## src/rtl/mem_access_unit.sv

```systemverilog
// rtl/mem_access_unit.sv - MEM-stage load/store initiator for a word-addressed data memory
module mem_access_unit #(
    parameter int MEM_WORDS = 1024,
    parameter int WORD_AW   = $clog2(MEM_WORDS)
) (
    input  logic        i_clk,
    input  logic        i_reset,
    input  logic        i_req_valid,
    input  logic        i_req_write,
    input  logic [2:0]  i_req_funct3,
    input  logic [31:0] i_req_addr,
    input  logic [31:0] i_req_wdata,
    output logic        o_busy,
    output logic        o_resp_valid,
    output logic [31:0] o_resp_rdata,
    output logic        o_fault,
    output logic        o_mem_writeenable,
    output logic [31:0] o_mem_addr,
    output logic [31:0] o_mem_data_in,
    input  logic [31:0] i_mem_data_out
);

    typedef enum logic [2:0] {
        S_IDLE, S_LOAD, S_WRITE, S_RMW_RD, S_RMW_WR, S_RESP
    } state_t;

    state_t               r_state;
    state_t               w_next;
    logic [2:0]           r_funct3;
    logic [WORD_AW-1:0]   r_index;
    logic [1:0]           r_lane;
    logic [31:0]          r_wdata;
    logic [31:0]          r_rdata;
    logic                 r_fault;

    logic                 w_legal;
    logic                 w_misaligned;
    logic                 w_fault;
    logic [7:0]           w_byte;
    logic [15:0]          w_half;
    logic [31:0]          w_load_data;
    logic [31:0]          w_merged;
    logic                 w_unused_addr;

    // Bits above the word index are dropped, so the index wraps around memory.
    assign w_unused_addr = ^i_req_addr[31:WORD_AW+2];

    always_comb begin
        w_legal      = i_req_write ? (i_req_funct3 inside {3'b000, 3'b001, 3'b010})
                                   : (i_req_funct3 inside {3'b000, 3'b001, 3'b010, 3'b100, 3'b101});
        w_misaligned = ((i_req_funct3[1:0] == 2'b01) && i_req_addr[0])
                    || ((i_req_funct3[1:0] == 2'b10) && (i_req_addr[1:0] != 2'b00));
        w_fault      = !w_legal || w_misaligned;
    end

    always_comb begin
        w_byte = i_mem_data_out[{r_lane, 3'b000} +: 8];
        w_half = r_lane[1] ? i_mem_data_out[31:16] : i_mem_data_out[15:0];
        case (r_funct3)
            3'b000:  w_load_data = {{24{w_byte[7]}}, w_byte};
            3'b001:  w_load_data = {{16{w_half[15]}}, w_half};
            3'b010:  w_load_data = i_mem_data_out;
            3'b100:  w_load_data = {24'b0, w_byte};
            3'b101:  w_load_data = {16'b0, w_half};
            default: w_load_data = 32'b0;
        endcase
    end

    // funct3[0] separates SH (001) from SB (000); SW never takes the RMW path.
    always_comb begin
        w_merged = i_mem_data_out;
        if (r_funct3[0]) begin
            if (r_lane[1]) w_merged[31:16] = r_wdata[15:0];
            else           w_merged[15:0]  = r_wdata[15:0];
        end else begin
            w_merged[{r_lane, 3'b000} +: 8] = r_wdata[7:0];
        end
    end

    always_ff @(posedge i_clk) begin
        if (i_reset) r_state <= S_IDLE;
        else         r_state <= w_next;
    end

    always_comb begin
        w_next            = r_state;
        o_busy            = (r_state != S_IDLE);
        o_resp_valid      = 1'b0;
        o_mem_writeenable = 1'b0;
        o_mem_addr        = 32'b0;
        o_mem_data_in     = 32'b0;
        case (r_state)
            S_IDLE: begin
                if (i_req_valid) begin
                    if (w_fault)                     w_next = S_RESP;
                    else if (!i_req_write)           w_next = S_LOAD;
                    else if (i_req_funct3 == 3'b010) w_next = S_WRITE;
                    else                             w_next = S_RMW_RD;
                end
            end
            S_LOAD: begin
                o_mem_addr = {{(32-WORD_AW){1'b0}}, r_index};
                w_next     = S_RESP;
            end
            S_WRITE: begin
                o_mem_writeenable = !i_reset;
                o_mem_addr        = {{(32-WORD_AW){1'b0}}, r_index};
                o_mem_data_in     = r_wdata;
                w_next            = S_RESP;
            end
            S_RMW_RD: begin
                o_mem_addr = {{(32-WORD_AW){1'b0}}, r_index};
                w_next     = S_RMW_WR;
            end
            S_RMW_WR: begin
                o_mem_writeenable = !i_reset;
                o_mem_addr        = {{(32-WORD_AW){1'b0}}, r_index};
                o_mem_data_in     = r_wdata;
                w_next            = S_RESP;
            end
            S_RESP: begin
                o_resp_valid = 1'b1;
                w_next       = S_IDLE;
            end
            default: w_next = S_IDLE;
        endcase
    end

    // Response registers change only on the edge entering S_RESP, so they hold between responses.
    always_ff @(posedge i_clk) begin
        if (i_reset) begin
            r_funct3 <= 3'b0;
            r_index  <= '0;
            r_lane   <= 2'b0;
            r_wdata  <= 32'b0;
            r_rdata  <= 32'b0;
            r_fault  <= 1'b0;
        end else begin
            case (r_state)
                S_IDLE: begin
                    if (i_req_valid) begin
                        r_funct3 <= i_req_funct3;
                        r_index  <= i_req_addr[WORD_AW+1:2];
                        r_lane   <= i_req_addr[1:0];
                        r_wdata  <= i_req_wdata;
                        if (w_fault) begin
                            r_rdata <= 32'b0;
                            r_fault <= 1'b1;
                        end
                    end
                end
                S_LOAD: begin
                    r_rdata <= w_load_data;
                    r_fault <= 1'b0;
                end
                S_RMW_RD: r_wdata <= w_merged;
                S_WRITE, S_RMW_WR: begin
                    r_rdata <= 32'b0;
                    r_fault <= 1'b0;
                end
                default: ;
            endcase
        end
    end

    assign o_resp_rdata = r_rdata;
    assign o_fault      = r_fault;

endmodule

```

## config.mk

```make
export PLATFORM = sky130hd
export DESIGN_NAME = mem_access_unit
export DESIGN_NICKNAME = d
export VERILOG_FILES = /design/src/rtl/mem_access_unit.sv
export SDC_FILE = /design/constraint.sdc
export NUM_CORES = 1
export LEC_CHECK = 0
export ABC_AREA = 1
export CAP_MARGIN = 20
export CORE_UTILIZATION = 45
export CTS_CLUSTER_SIZE = 20
export DETAILED_ROUTE_END_ITERATION = 10
export PLACE_DENSITY = 0.81
export SLEW_MARGIN = 20
export SYNTH_ARGS = -nofsm -noshare
export SYNTH_HDL_FRONTEND = slang
export SYNTH_SLANG_ARGS = --single-unit
```

## constraint.sdc

```tcl
create_clock -name i_clk -period 5.6 [get_ports i_clk]
set_input_delay 0.56 -clock i_clk [delete_from_list [all_inputs] [get_ports i_clk]]
set_output_delay 0.56 -clock i_clk [all_outputs]
set_load 0.01 [all_outputs]
```

==> flow_summary_export.csv <==
group,metric,value,unit
sta,worstMarginPinSlew,1.05,ns
die,die_h,113,um
final_layout,fin_nets,1200,
sta,rsz0062_at_grt,"no",
drt,routed_wl,18600,um
synth,synth_cells,968,
final_layout,syn_to_final_growth,32.8,%
synth,synth_top_area_frac,0.298,
clocking,cts_resized,0,
place,gp_congestion,0.971,
outcome,status,"complete, no violations",
clocking,clockBufferDepth,2,
place,hpwlAfterDp,13600,um
drt,routedWlPerCell,14.7,um
drt,drc,0,
setup_path,crit_path_end_kind,"output port",
die,pin_count,203,
sta,min_period,3.01,ns
synth,ys.flop_type,"dfxtp_1",
clocking,h-tree-depth,3,
sta,final_max_slew_viol_count,0,
global_routing,track_usage,0.290,
sta,slew_headroom,0.297,
synth,synth_area,5580,um^2
clocking,cts_setup_buffers,0,
global_routing,grt_pass1_wl,29400,um
sta,period_share,0.537,
sta,finalHoldViolCount,0,
clocking,root_buffer,"clkbuf_16",
global_routing,grt_antenna_before_repair,0,
final_layout,final_layout_size_suffix_gt1_frac,0.0428,
final_layout,antenna_cells,0,
sta,final.setup.tns,0,ns
clocking,cts_buffers,9,
synth,ys_ff_latch,83,
power_and_ir_drop,power.leakage,3.32,nW
sta,clock.fmax,332,MHz
die,dieArea,12800,um^2
drt,vias_per_cell,5.16,
place,port_buffers,160,
power_and_ir_drop,max-vdd-ir-drop,0.150,mV
sta,hold_ws,0.453,ns
synth,yosysWarnings,0,
setup_path,setup.worst_path.class,"register to output port",
die,start_util,0.462,
synth,synth_top_cell_by_area,"dfxtp_1",
drt,antenna_left,0,
drt,drt-initial-drc-count,665,
synth,yosysMostFrequentCell,"nand2_1",
clocking,hold_buffers,0,
final_layout,final-seq-area,1660,um^2
clocking,clock_sinks,83,
global_routing,grt_max_degree,45,
setup_path,required,5.04,ns
synth,synthTopCellsByCount,"nand2_1, nor2_1, inv_1",
setup_path,start_kind,"register",
die,rows,40,
flow_run,maxCapViolations,0,
synth,netlist_top_cells_area,"dfxtp_1, nand2_1, nor2_1, a21oi_1, nand3_1",
clocking,clk_pin_slew_worst_paths,0.06,ns
die,die_w,113,um
setup_path,crit_arrival,2.45,ns
sta,skew,0.00591,ns
setup_path,crit_fanout,33,
drt,via_count,6533,
worst_hold_path,hold_path.class,"register to register",
final_layout,fillCellCount,1191,
synth,ys_async_sr_fraction,0,
clocking,clk_latency,0.34,ns
synth,synth-edff-count,0,
synth,avgSynthCellArea,5.76,um^2
final_layout,multi_input_area,3190,um^2
worst_hold_path,hold_depth,2,
power_and_ir_drop,total_power,0.00215,W
sta,setup_viol,0,
setup_path,r2r_cells,11,
synth,synth_seq_area_share,0.298,
die,core,12100,um^2
clocking,cts_tree,"yes",
synth,ys_types,26,
global_routing,grt-ovfl-total,0,
global_routing,first_global_vias,5671,
drt,firstDrtPassIters,6,
power_and_ir_drop,power.density,290,nW/um^2
## flip-flops by register name, summed over array words and instances, names as in the netlist
name	cells
o_fault	1
r_wdata	32
o_resp_rdata	32
r_index	10
r_state	3
r_lane	2
r_funct3	3
## metal layers
metal,global-route usage,wire [um],part of all wire
met5,0,0,0
met1,0.391,7860,0.42
met4,0.122,586,0.032
met2,0.465,8630,0.47
met3,0.0375,1470,0.079
## area by class of cell
class                           instances  share of cell area
Clock buffer                           12              0.0346
Clock inverter                          4             0.00338
Tap cell                              168              0.0284
Sequential cell                        83               0.224
Multi-Input combinational cell        725               0.431
Timing Repair Buffer                  167               0.224
Inverter                              106              0.0537
## final timing paths
kind              start           endpoint  slack [ns]
max reg2reg   r_lane[0]         r_wdata[8]        2.86
min reg2reg  r_index[8]         r_index[8]        0.45
max          r_state[0]  o_mem_data_in[25]        2.59
min          r_index[8]         r_index[8]        0.45
## per-stage QoR
step | worst slack, ns | std cells | instance area (um^2) | util
floorplan | 3.73 | 989 | 5660 | -
global placement | 2.68 | 1248 | 7110 | 0.589
detailed placement | 2.68 | 1249 | 7120 | 0.590
CTS | 2.28 | 1265 | 7400 | 0.614
global route | 2.36 | 1265 | 7410 | 0.614
finish | 2.59 | 1265 | 7410 | 0.614
## layout by cell type (no fill, tap or decap), drive strengths merged, types with 7 or more instances in the layout
cell           netlist  routed
nand2              302     302
o21ai               57      57
o22ai                7       7
clkbuf              24      12
a21oi               95      95
dfxtp               83      83
clkdlybuf4s50        0     160
inv                104     104
buf                 51       7
nand3               95      95
nor2               136     136
conb                 1      22
## power breakdown
group / switching, W / internal (W)
combinational: 0.000525 / 0.000319
sequential: 0.0000586 / 0.000677
clock: 0.000243 / 0.000323
total: 0.000827 / 0.00132
## worst max-delay path, stage by stage, from the launching register on
cell and delay [ns]:
dfxtp_1 0.34, o21ai_1 0.42, nand2_2 0.49, nor2_1 0.27
clkdlybuf4s50_1 0.58
## cell families (layout without fill, tap and decap cells)
| logic type | count (synthesis) | after routing | share of synthesized area |
|---|---|---|---|
| and+or+nand+nor | 538 | 538 | 0.396 |
| buffers and inverters | 181 | 289 | 0.144 |
| adders and majority gates | 5 | 5 | 0.0112 |
| AOI/OAI and AO/OA | 160 | 160 | 0.150 |
| DFF | 83 | 83 | 0.298 |
| other | 1 | 22 | 0.000672 |
Note: power is estimated with default switching activity, not from simulation.
